## src/rtl/spi_slave_sync.sv

```systemverilog
// SPI slave clocked entirely on the system clock. sclk, cs and sdi are
// oversampled through synchronisers; LSB-first frames of WIDTH bits, with
// a one-word transmit holding register and one-cycle status pulses.
module spi_slave_sync #(
    parameter int WIDTH       = 8,
    parameter int SYNC_STAGES = 2
) (
    input  logic             clk,
    input  logic             rst_n,
    input  logic             sclk,
    input  logic             cs,
    input  logic             sdi,
    output logic             sdo,
    input  logic [WIDTH-1:0] tx_data,
    input  logic             tx_valid,
    output logic             tx_ready,
    output logic [WIDTH-1:0] rx_data,
    output logic             rx_valid,
    output logic             tx_underrun,
    output logic             frame_err
);

    localparam int CNT_W = $clog2(WIDTH) + 1;

    typedef enum logic [1:0] {
        IDLE,
        LOAD,
        SHIFT
    } state_t;

    state_t state, state_next;

    logic [SYNC_STAGES-1:0] sclk_sync, cs_sync, sdi_sync;
    logic                   sclk_d, cs_d;
    logic                   sclk_s, cs_s, sdi_s;
    logic                   sclk_rise, sclk_fall, cs_rise, cs_fall;

    logic [WIDTH-1:0]       hold_data;
    logic                   hold_full;
    logic                   accept;
    logic [WIDTH-1:0]       load_word;

    logic [WIDTH-1:0]       tx_shift;
    logic [WIDTH-2:0]       rx_shift;
    logic [CNT_W-1:0]       bit_cnt;

    logic                   in_frame_bits;
    logic                   sample_en, last_bit, advance_en, frame_abort;

    assign sclk_s = sclk_sync[SYNC_STAGES-1];
    assign cs_s   = cs_sync[SYNC_STAGES-1];
    assign sdi_s  = sdi_sync[SYNC_STAGES-1];

    // sdi shares the sclk delay, so the value seen at a detected falling
    // edge is the one the master held while sclk fell.
    assign sclk_rise = sclk_s & ~sclk_d;
    assign sclk_fall = ~sclk_s & sclk_d;
    assign cs_rise   = cs_s & ~cs_d;
    assign cs_fall   = ~cs_s & cs_d;

    assign in_frame_bits = (bit_cnt < CNT_W'(WIDTH));
    assign sample_en     = (state == SHIFT) && sclk_fall && !cs_rise && in_frame_bits;
    assign last_bit      = sample_en && (bit_cnt == CNT_W'(WIDTH - 1));
    assign advance_en    = (state == SHIFT) && sclk_rise && !cs_rise &&
                           (bit_cnt != '0) && in_frame_bits;
    assign frame_abort   = (state == SHIFT) && cs_rise &&
                           (bit_cnt != '0) && in_frame_bits;

    assign accept    = tx_valid && !hold_full;
    assign tx_ready  = ~hold_full;
    assign load_word = hold_full ? hold_data : '0;

    // Synchronise the SPI pins and keep one extra delayed copy for edge detection.
    always_ff @(posedge clk or negedge rst_n) begin
        if (!rst_n) begin
            sclk_sync <= '0;
            cs_sync   <= '1;
            sdi_sync  <= '0;
            sclk_d    <= 1'b0;
            cs_d      <= 1'b1;
        end else begin
            sclk_sync <= {sclk_sync[SYNC_STAGES-2:0], sclk};
            cs_sync   <= {cs_sync[SYNC_STAGES-2:0], cs};
            sdi_sync  <= {sdi_sync[SYNC_STAGES-2:0], sdi};
            sclk_d    <= sclk_s;
            cs_d      <= cs_s;
        end
    end

    // Frame state register.
    always_ff @(posedge clk or negedge rst_n) begin
        if (!rst_n) begin
            state <= IDLE;
        end else begin
            state <= state_next;
        end
    end

    // Next-state logic; a cs rising edge always wins and returns to IDLE.
    always_comb begin
        state_next = state;
        case (state)
            IDLE:    if (cs_fall) state_next = LOAD;
            LOAD:    state_next = cs_rise ? IDLE : SHIFT;
            SHIFT: begin
                if (cs_rise) begin
                    state_next = IDLE;
                end else if (last_bit) begin
                    state_next = LOAD;
                end
            end
            default: state_next = IDLE;
        endcase
    end

    // Holding register: a word accepted while LOAD empties it is kept for the next LOAD.
    always_ff @(posedge clk or negedge rst_n) begin
        if (!rst_n) begin
            hold_data <= '0;
            hold_full <= 1'b0;
        end else if (accept) begin
            hold_data <= tx_data;
            hold_full <= 1'b1;
        end else if (state == LOAD) begin
            hold_full <= 1'b0;
        end
    end

    // Transmit path: bit 0 is presented in LOAD, later bits on sclk rising edges.
    always_ff @(posedge clk or negedge rst_n) begin
        if (!rst_n) begin
            tx_shift    <= '0;
            sdo         <= 1'b0;
            tx_underrun <= 1'b0;
        end else begin
            tx_underrun <= 1'b0;
            case (state)
                LOAD: begin
                    tx_shift    <= load_word >> 1;
                    sdo         <= cs_rise ? 1'b0 : load_word[0];
                    tx_underrun <= ~hold_full;
                end
                SHIFT: begin
                    if (cs_rise) begin
                        sdo <= 1'b0;
                    end else if (advance_en) begin
                        sdo      <= tx_shift[0];
                        tx_shift <= tx_shift >> 1;
                    end
                end
                default: sdo <= 1'b0;
            endcase
        end
    end

    // Receive path: assemble LSB first, publish the word and flag aborted frames.
    always_ff @(posedge clk or negedge rst_n) begin
        if (!rst_n) begin
            rx_shift  <= '0;
            bit_cnt   <= '0;
            rx_data   <= '0;
            rx_valid  <= 1'b0;
            frame_err <= 1'b0;
        end else begin
            rx_valid  <= 1'b0;
            frame_err <= frame_abort;
            if (state != SHIFT) begin
                bit_cnt <= '0;
            end else if (sample_en) begin
                bit_cnt  <= bit_cnt + CNT_W'(1);
                rx_shift <= {sdi_s, rx_shift[WIDTH-2:1]};
                if (last_bit) begin
                    rx_data  <= {sdi_s, rx_shift};
                    rx_valid <= 1'b1;
                end
            end
        end
    end

endmodule

```

## config.mk

```make
export PLATFORM = sky130hd
export DESIGN_NAME = spi_slave_sync
export DESIGN_NICKNAME = d
export VERILOG_FILES = /design/src/rtl/spi_slave_sync.sv
export SDC_FILE = /design/constraint.sdc
export NUM_CORES = 1
export LEC_CHECK = 0
export CORE_UTILIZATION = 45
export CTS_CLUSTER_DIAMETER = 200
export DETAILED_ROUTE_END_ITERATION = 8
export MAX_ROUTING_LAYER = met4
export PLACE_DENSITY = 0.67
export REMOVE_ABC_BUFFERS = 1
export SLEW_MARGIN = 20
export SYNTH_ARGS = -nofsm -noshare
export SYNTH_HDL_FRONTEND = slang
export SYNTH_SLANG_ARGS = --single-unit
```

## constraint.sdc

```tcl
create_clock -name clk -period 3.6 [get_ports clk]
set_input_delay 0.54 -clock clk [delete_from_list [all_inputs] [get_ports clk]]
set_output_delay 0.54 -clock clk [all_outputs]
set_load 0.01 [all_outputs]
```

Word level (Yosys, flattened, before mapping)
Cells that the tools add are included.
{"block": "totals", "output_inout_bits": 13, "regBits": 50, "word_cells": 81}
{"block": "classes", "reduce_logical": 23, "addsub": 1, "n_mux": 21, "bitwise": 10, "eq_ne": 9, "magnitude_cmp": 1}
{"cell": "2-to-1 mux 8 bit", "count": 3}
{"cell": "case mux 8 bit (2 select lines)", "count": 1}
{"cell": "logical AND 1 bit", "count": 12}
{"cell": "2-to-1 mux 1 bit", "count": 9}
{"cell": "2-to-1 mux 2 bit", "count": 4}
{"cell": "2-to-1 mux 4 bit", "count": 2}
{"cell": "inequality test 2 bit (second input constant)", "count": 4}
{"cell": "inequality test 3 bit (second input constant)", "count": 2}
{"cell": "NOT 1 bit", "count": 6}
{"cell": "case mux 2 bit (3 select lines)", "count": 1}
{"cell": "AND reduction 3 bit", "count": 2}
{"cell": "nonzero test 2 bit", "count": 3}
{"cell": "adder 4 x 1 -> 4 bit (second input constant)", "count": 1}
{"cell": "bitwise AND 1 bit", "count": 4}
{"cell": "equality test 4 x 3 -> 1 bit (second input constant)", "count": 1}
{"cell": "less-than comparator 4 bit (second input constant)", "count": 1}
{"cell": "AND reduction 2 bit", "count": 2}
{"cell": "nonzero test 4 bit", "count": 1}
{"cell": "equality test 2 x 1 -> 1 bit (second input constant)", "count": 1}
{"cell": "equality test 2 bit (second input constant)", "count": 1}
{"cell": "zero test 1 bit", "count": 2}
{"cell": "zero test 2 bit", "count": 1}
{"cell": "case mux 1 bit (2 select lines)", "count": 1}

Longest topological paths before layout
{"block": "logic_depth", "depth_word": 9, "ltp_mapped": 8}

Worst setup path after synthesis
OpenSTA, ideal clock, no wires.
{"block": "synth_timing", "path_type": "register to register", "start": "reg state[0]", "end": "reg rx_data[0]", "path_stages_with_launch": 7, "required_ps": 3475, "path_slack_ps": 1751, "arrival_time_ps": 1725, "path_buffers": 1, "cell_sequence": "dfrtp_1 > inv_1 > ha_1 > buf_2 > nand2b_2 > nor4_4 > mux2_2"}
{"block": "synth_between", "elab_chain_cells": 6}
{"element": "start: declaration", "line": "31", "rtl": "state_t state, state_next;"}
{"element": "start signal: assignment", "line": "95", "rtl": "state <= state_next;"}
{"element": "equality test 2 bit", "line": "62", "rtl": "assign sample_en = (state == SHIFT) && sclk_fall && !cs_rise && in_frame_bits;"}
{"element": "logical AND 1 bit (3 in series)", "line": "62"}
{"element": "logical AND 1 bit", "line": "63", "rtl": "assign last_bit = sample_en && (bit_cnt == CNT_W'(WIDTH - 1));"}
{"element": "AND reduction 3 bit (no source line) *"}
{"element": "end signal: assignment", "line": "173", "rtl": "rx_data <= {sdi_s, rx_shift};"}
{"element": "end: declaration", "line": "17", "rtl": "output logic [WIDTH-1:0] rx_data,"}
Every way passes the cells marked *; elsewhere a longest branch is shown, timed or not.
A chain may end at the register's enable or synchronous reset.

Final worst setup path
{"block": "layout_timing", "start": "reg state[0]", "end": "reg rx_data[4]"}
The elaborated chain is that of the path after synthesis.

==> out/qor.yml <==
run_status: "complete, no violations"
max_freq_ghz: 0.4141
worst_reg2reg_setup_slack_ps: 1180
largest_net_degree_at_the_start_of_global_routing: 50
timing.final.hold_violations: 0
first_global_vias: 1293
critPathBufInv: 1
numPlacedInstances: 231
timing.setup.critical_path_class: "reg -> reg"
required_ps: 3780
global_route.usage.total_pct: 16.34
crit_fanout: 18
critical_path.endpoint: "rx_data[4]"
synth_fa_ha_area_share_pct: 4.126
route.detailed.wl_per_inst_um: 14.31
final_max_slew_viol_count: 0
post-route-drc-count: 0
floorplan.io_pins: 27
synth-compound-area-share_pct: 10.38
drive_gt1_share_pct: 20.32
place_congestion: 0.8142
synthXorXnorAreaFrac_pct: 0
totalWireLength_um: 3419
placement.cell_area_um2: 2355
cts_hold_buf: 0
layout.filler_cells: 358
rows: 24
synth.mux.area_fraction_pct: 13.47
clock_insertion_delay_worst_skew_ps: 300
synth_seq_area_share_pct: 59.65
via_count: 1257
finalSetupTns_ps: 0
antenna_found_initial: 0
synthSimpleGateAreaFrac_pct: 9.223
cts.sinks: 49
tritoncts: "done"
reg2regPathDepth: 5
endpoint_kind: "flip-flop"
postLayoutCellArea_um2: 2440
highest_layer: "met4"
starting_utilization_of_the_core_area_pct: 47.03
post_drt_via_cell_ratio: 5.259
holdWs_ps: 247.6
fin_worst_skew_ps: 11.29
p_total_mw: 1.449
syn_inst: 158
cts_resized: 0
cp_cell_instances: "inv_1 > ha_1 > nand2b_2 > nor4_4 > mux2_2"
worst_ep_arrival_time_ps: 2590
power_report.internal_total_mw: 1.006
tightest_slew_ps: 741.4
post_cts_buffers: 0
grt_setup_unrepaired: "no"
power.share.switching_pct: 30.57
total_of_max_cap_violations: 0
detail_route.wirelength.met1_um: 1675
synth_cell_type_count: 35
globalRouteOverflowTotal: 0
finalNonFillerCells: 239
grt_pass1_wl_um: 6078
reg2reg_from: "state[0]"
core_area_um2: 4384
routed-wl-met2_um: 1595
cts_h_tree_depth: 2
synthesis.area_per_instance_um2: 13.05
area.sequential_um2: 1230
areaGrowthSynthToFinish_pct: 18.33
critical_path.max_stage_delay_ps: 630
combPwrFrac_pct: 27.4
dp_hpwl_um: 2416
nNetsFinal: 206
die_height_um: 69.69
cts_root_buffer: "clkbuf_8"
final_core_util_pct: 55.65
n_antenna_cell: 0
final_period_minus_worst_setup_slack_ps: 2415
dr.pass1.iters: 4
design.die.area_um2: 4857
dr.first_iter.drc_count: 71
clock_tree.buffer_depth: 2
place.port_buffers: 26
synth_seq_cells: 49
syn_area_um2: 2062
worstSetupPathDepth: 5
timing.final.crit_share_pct: 67.09
setup-violations-final: 0
clock_power_share_pct: 21.0
synth_warn: 0
power_frac_seq_pct: 51.6
cpMaxStageDelayCell: "nor4_4"
switchingPower_mw: 0.4430
holdCritPathClass: "in -> async"
layout_setup_ws_ps: 1185
slew_headroom_pct: 50.47
cts.clk_slew.worst_paths_ps: 90
timing.critical_path.from_type: "flip-flop"
crit-reg2reg-capture: "rx_data[4]"
dp_worst_setup_slack_ps: 1161
vdd_ir_drop_max_mv: 0.3857
synth_top_family_by_area: "multiplexers"
cts_inserted_buffers: 5
critPathTopFamily: "simple AND/OR/NAND/NOR gates"
multi_input_area_um2: 767.0
p_leak_nw: 1.095
drt.antenna.violating_nets: 0
cp-startpoint: "state[0]"
met3_wirelength_um: 106
power.density_cell_area_nw_per_um2: 593.9
floorplan.die.width_um: 69.69
worst register-to-register path, stage by stage, from the launching register on:
cell and delay [ps]:
dfrtp_1 410, inv_1 110, ha_1 550, nand2b_2 180, nor4_4 630, mux2_2 410
per-layer routing:
| metal | track usage [%] | up-vias |
|---|---|---|
| met1 | 21.92 | 624 |
| met4 | 5.333 | 0 |
| met3 | 4.506 | 4 |
| met2 | 24.27 | 21 |
| li1 | - | 608 |
| met5 | - | - |
worst min-delay path by stage:
stage | slack, ps | end
2_1_floorplan | 240 | bit_cnt[0]
3_3_place_gp | 340 | sdi_sync[1]
3_5_place_dp | 340 | sclk_sync[1]
4_1_cts | 370 | cs_sync[1]
5_1_grt | 290 | frame_err
6_report | 250 | frame_err
cells in the mapped netlist:
| cell | instances | area (µm²) |
|---|---|---|
| a2111oi_0 | 1 | 8.760 |
| a21boi_0 | 1 | 7.510 |
| a21o_1 | 2 | 15.01 |
| a21oi_1 | 2 | 10.01 |
| a22oi_1 | 6 | 45.04 |
| buf_2 | 1 | 5.000 |
| buf_6 | 1 | 11.26 |
| clkbuf_1 | 3 | 11.26 |
| dfrtp_1 | 46 | 1151 |
| dfstp_2 | 3 | 78.83 |
| ha_1 | 6 | 75.07 |
| inv_1 | 10 | 37.54 |
| maj3_1 | 1 | 10.01 |
| mux2_2 | 18 | 202.7 |
| mux2_4 | 5 | 75.07 |
| nand2_1 | 10 | 37.54 |
| nand2b_1 | 4 | 25.02 |
| nand2b_2 | 1 | 8.760 |
| nand3_1 | 2 | 10.01 |
| nand4_1 | 1 | 6.260 |
| nor2_1 | 3 | 11.26 |
| nor2b_1 | 3 | 18.77 |
| nor3_1 | 3 | 15.01 |
| nor4_4 | 1 | 21.27 |
| o2111ai_1 | 1 | 8.760 |
| o211ai_1 | 2 | 15.01 |
| o21a_1 | 1 | 7.510 |
| o21ai_0 | 12 | 60.06 |
| o21bai_1 | 1 | 7.510 |
| o311a_1 | 1 | 10.01 |
| o31ai_1 | 1 | 7.510 |
| o41a_1 | 1 | 11.26 |
| or2b_1 | 1 | 7.510 |
| or3_1 | 1 | 6.260 |
| or3b_4 | 2 | 22.52 |
kinds of logic (layout without fill, tap and decap cells):
kind of cell / after synthesis / after routing
flops: 49 / 49
compound gates: 32 / 32
simple gates: 32 / 32
mux: 23 / 23
buf+inv: 15 / 44
fa+ha+maj: 7 / 7
layout by cell type, fill, tap and decap left out, types with 3 or more instances in the layout:
cell type         n
ha_1              6
o21ai_0          12
nand2b_1          4
nand2_1          10
nor3_1            3
inv_1            10
clkbuf_8          5
nor2_1            3
mux2_2           18
dfstp_2           3
clkdlybuf4s50_1  25
nor2b_1           3
dfrtp_1          46
a22oi_1           6
mux2_4            5
power groups by stage:
stage | Sequential, mW | Clock (mW) | Combinational (mW)
5_1_grt | 0.763 | 0.341 | 0.449
2_1_floorplan | 0.740 | 0 | 0.285
3_5_place_dp | 0.760 | 0 | 0.400
3_3_place_gp | 0.753 | 0 | 0.389
4_1_cts | 0.749 | 0.316 | 0.403
6_report | 0.748 | 0.305 | 0.397
layout make-up:
cell class                      count  area share (%)
Sequential cell                    49           50.41
Multi-Input combinational cell     94           31.44
Timing Repair Buffer               26           10.56
Clock buffer                        6           2.974
Tap cell                           52           2.667
Inverter                           10           1.538
Clock inverter                      2          0.4103
state kept, by name (all words and copies together) (netlist names):
signal and cells:
bit_cnt 4, cs_d 1, cs_sync 2, frame_err 1, hold_data 8, hold_full 1, rx_data 8, rx_shift 7
rx_valid 1, sclk_d 1, sclk_sync 2, sdi_sync 2, sdo 1, state 2, tx_shift 7, tx_underrun 1
(Power assumes the default switching activity.)
==> RTL change 1, RTL diff (same settings) <==
Put one more register stage on the output `frame_err`, cleared by the reset. The value now appears one clock later. The other outputs are not delayed to match.
--- a/src/rtl/spi_slave_sync.sv
+++ b/src/rtl/spi_slave_sync.sv
@@ -27,6 +27,8 @@
         LOAD,
         SHIFT
     } state_t;
+
+    logic frame_err_s0;
 
     state_t state, state_next;
 
@@ -160,10 +162,10 @@
             bit_cnt   <= '0;
             rx_data   <= '0;
             rx_valid  <= 1'b0;
-            frame_err <= 1'b0;
+            frame_err_s0 <= 1'b0;
         end else begin
             rx_valid  <= 1'b0;
-            frame_err <= frame_abort;
+            frame_err_s0 <= frame_abort;
             if (state != SHIFT) begin
                 bit_cnt <= '0;
             end else if (sample_en) begin
@@ -177,5 +179,13 @@
         end
     end
 
+    always_ff @(posedge clk or negedge rst_n) begin
+        if (!rst_n) begin
+            frame_err <= '0;
+        end else begin
+            frame_err <= frame_err_s0;
+        end
+    end
+
 endmodule
 
Check against the original RTL: not equivalent (a bounded check fails within 10 cycles, from zero or initial values and one cycle with rst_n low).
==> RTL change 1 against the original RTL <==
Worst setup slack lost 0.043 ns; count of clock-buffer cells in the layout grew 2; cell area grew 0.92%; first-iteration DRC count shrank 20%; critical path depth is the same; sequential cell count grew 1; synthesized area grew 1.2%; total power grew 1.9%; routed wire length grew 3.4%; non-clock buffer count is the same.
==> RTL change 1: results (changes against the original RTL) <==
Finish
  – Layout fillers: 357 (was 358)
  – Clock-cell share: 0.0325 (was 0.0338)
  – Ratio of cells with drive above 1 in the final layout: 0.191 (was 0.203)
  – Data buffer area share: 0.105 (was 0.106)
  – Final net count: 207 (was 206)
  – Clkbuf count: 8 (was 6)
  – P&R area growth vs syn: 18.0% (was 18.3%)
  – Sequential cell area share: 0.510 (was 0.504)

Placement
  – DPL Wire Length: 2.46 mm (was 2.42 mm)
  – Place WS: 1.08 ns (was 1.16 ns)
  – Gpl congestion: 0.730 (was 0.814)
  – Cells after DPL: 232 (was 231)

Pwr
  – Switching share of power: 0.308 (was 0.306)
  – Max VDD drop: 0.000331 V (was 0.000386 V)

Yosys
  – Synth top area share: 0.564 (was 0.558)
  – Top cells by area, synth: dfrtp_1 56%, mux2_2 9.7%, dfstp_2 3.8% (was dfrtp_1 56%, mux2_2 9.8%, dfstp_2 3.8%)
  – #FFs+latches synth: 50 (was 49)

Timing
  – Setup skew after layout: 0.00341 ns (was 0.0113 ns)
  – Hold slack: 0.252 ns (was 0.248 ns)
  – Final Cycle Share: 0.683 (was 0.671)
  – Slew at the pin closest to its max-slew limit: 0.765 ns (was 0.741 ns)

Routing
  – Vias per cell: 5.40 (was 5.26)
  – Initial DRC count: 57 (was 71)
  – Met1 wire length: 1.63 mm (was 1.68 mm)
  – Routed WL: 3.54 mm (was 3.42 mm)
  – Vias: 1297 (was 1257)
  – Wire length on met3: 104 um (was 106 um)

Setup path
  – Worst path arrival time: 2.64 ns (was 2.59 ns)
  – Worst R2R Setup Slack: 1.14 ns (was 1.18 ns)
  – Capture point of the worst reg-to-reg path: rx_data[6] (was rx_data[4])

Run status
  – Status: completed (unchanged)

Global route
  – GRT met2 Usage: 0.257 (was 0.243)
  – Tot GR Track Use: 0.169 (was 0.163)
  – Met3 Use GR: 0.0346 (was 0.0451)
RTL change 1: cell count changes in the layout (fill, tap and decap cells not counted), sizes merged:
cell	delta
clkbuf	+2
clkinv	-2
dfrtp	+1
RTL change 1: power by group through the flow:
| stage | logic (mW) | clock network [mW] | registers, mW |
|---|---|---|---|
| 6_report | 0.405 | 0.309 | 0.762 |
| 5_1_grt | 0.461 | 0.338 | 0.778 |
| 4_1_cts | 0.409 | 0.318 | 0.761 |
| 3_5_place_dp | 0.404 | 0 | 0.774 |
| 3_3_place_gp | 0.389 | 0 | 0.765 |
| 2_1_floorplan | 0.285 | 0 | 0.751 |
RTL change 1: cells by family after synthesis:
| group | Yosys count | share of synthesized area |
|---|---|---|
| compound gates | 32 | 0.103 |
| fa+ha+maj | 7 | 0.0408 |
| buf+inv | 15 | 0.0312 |
| flops | 50 | 0.601 |
| mux | 23 | 0.133 |
| simple gates | 32 | 0.0911 |
==> RTL change 2, RTL diff (config.mk and constraints unchanged) <==
Made on the original files. The parameter `WIDTH` goes from 8 to 16.
--- a/src/rtl/spi_slave_sync.sv
+++ b/src/rtl/spi_slave_sync.sv
@@ -2,7 +2,7 @@
 // oversampled through synchronisers; LSB-first frames of WIDTH bits, with
 // a one-word transmit holding register and one-cycle status pulses.
 module spi_slave_sync #(
-    parameter int WIDTH       = 8,
+    parameter int WIDTH       = 16,
     parameter int SYNC_STAGES = 2
 ) (
     input  logic             clk,
Interface: changed (resized rx_data and tx_data); port bits go from 27 to 43. No check against the original RTL was run, so the function may have changed too.
==> RTL change 2 against the original RTL <==
Sequential cell count is 33 higher; sequential share of layout area shrank 0.33 points; synthesized area is 65% higher; routed wire length grew 60%; cell area grew 68%; worst setup slack better by 0.32 ns; total power rose by 78%; via count rose by 58%; die area up 63%; combinational power is 75% higher; critical endpoint is now state[0]; largest cell class unchanged.
==> RTL change 2: results (changes against the original RTL) <==
Placement
  – Placed instance area: 0.00389 mm2 (was 0.00235 mm2)
  – DPL Wire Length: 3.65 mm (was 2.42 mm)
  – Place WS: 1.52 ns (was 1.16 ns)
  – Port Buf Inserts: 42 (was 26)
  – Cells after DPL: 375 (was 231)

Global route
  – Number of global-route vias before repair: 1984 (was 1293)
  – Largest net degree at the start of global routing: 83 (was 50)
  – First-pass GRT wire length: 9.32 mm (was 6.08 mm)

Setup path
  – Worst path arrival time: 2.34 ns (was 2.59 ns)
  – Worst path slowest cell: dfrtp_1 (was nor4_4)
  – CP max stage delay: 0.40 ns (was 0.63 ns)

Pwr
  – Internal cell power: 1.81 mW (was 1.01 mW)
  – Max VDD drop: 0.000295 V (was 0.000386 V)
  – Power per Cell Area: 630 mW/mm2 (was 594 mW/mm2)
  – P_leak: 1.89 nW (was 1.09 nW)
  – Comb. pwr: 0.693 mW (was 0.397 mW)
  – Clock group share of total power: 0.239 (was 0.210)

Timing
  – Fmax achieved: 0.478 GHz (was 0.414 GHz)
  – Slew headroom: 0.702 (was 0.505)

Clock tree
  – CTS Buf Count: 9 (was 5)
  – Clk_lat worst skew: 0.35 ns (was 0.30 ns)

Finish
  – Non-Filler Instances: 392 (was 239)
  – Biggest regs: hold_data (16), rx_data (16) (was hold_data (8), rx_data (8))
  – Final net count: 317 (was 206)
  – Ratio of cells with drive above 1 in the final layout: 0.311 (was 0.203)

Run status
  – Status: completed (unchanged)

Yosys
  – Avg Inst Size Synth: 14.0 um2 (was 13.1 um2)
  – Distinct cells, synth: 38 (was 35)
  – Top cells by count, synth: 79 x dfrtp_1, 39 x mux2_2, 33 x nand2_1 (was 46 x dfrtp_1, 18 x mux2_2, 12 x o21ai_0)
  – Seq/Total Area, Yosys: 0.604 (was 0.596)

Routing
  – Routed WL: 5.47 mm (was 3.42 mm)
  – Initial DRC count: 78 (was 71)
  – Vias per cell: 5.07 (was 5.26)
[RTL change 2: cell families after synthesis]
kind of cell / count (synthesis) / synth area share
flip-flops: 82 / 0.604
AND/OR/NAND/NOR: 58 / 0.0919
multiplexers: 50 / 0.175
AO/OA/AOI/OAI: 25 / 0.0698
buffers and inverters: 20 / 0.0316
adder cells (fa/ha/maj): 7 / 0.0257
XOR/XNOR: 1 / 0.00257
[RTL change 2: per-layer routing]
metal  share of wire  global-route usage  wire length [um]  vias up
li1                -                   -                 -      941
met1            0.50               0.225              2710     1005
met2            0.46               0.227              2490       32
met3           0.027              0.0268               149       10
met4           0.021              0.0866               115        0
met5               0                   -                 0        -
[RTL change 2: worst max-delay path, delay by kind of cell (launching register included)]
family / cells / cell delay, ns
adder cells (fa/ha/maj): 1 / 0.38
AND/OR/NAND/NOR: 2 / 0.62
buffers and inverters: 1 / 0.10
AO/OA/AOI/OAI: 2 / 0.48
flip-flops: 1 / 0.40
[RTL change 2: final timing paths]
check | startpoint | endpoint | slack (ns) | cells after the start
worst min-delay path | rst_n | rx_data[8] | 0.13 | 1
min in group clk | sclk_sync[0] | sclk_sync[1] | 0.36 | 0
worst max-delay path | state[0] | state[0] | 1.51 | 6
worst max register to register | state[0] | state[0] | 1.51 | 6
worst min register to register | sclk_sync[0] | sclk_sync[1] | 0.36 | 0
max in group asynchronous | rst_n | cs_sync[0] | 2.83 | 2
[RTL change 2: layout make-up]
| cell class | instances | area, um2 |
|---|---|---|
| clock buffer | 10 | 138 |
| clock inverter | 6 | 48.8 |
| fill | 648 | 3190 |
| inverter | 8 | 30.0 |
| multi-input combinational | 141 | 1240 |
| sequential | 82 | 2060 |
| tap | 99 | 124 |
| timing repair buffer | 46 | 468 |
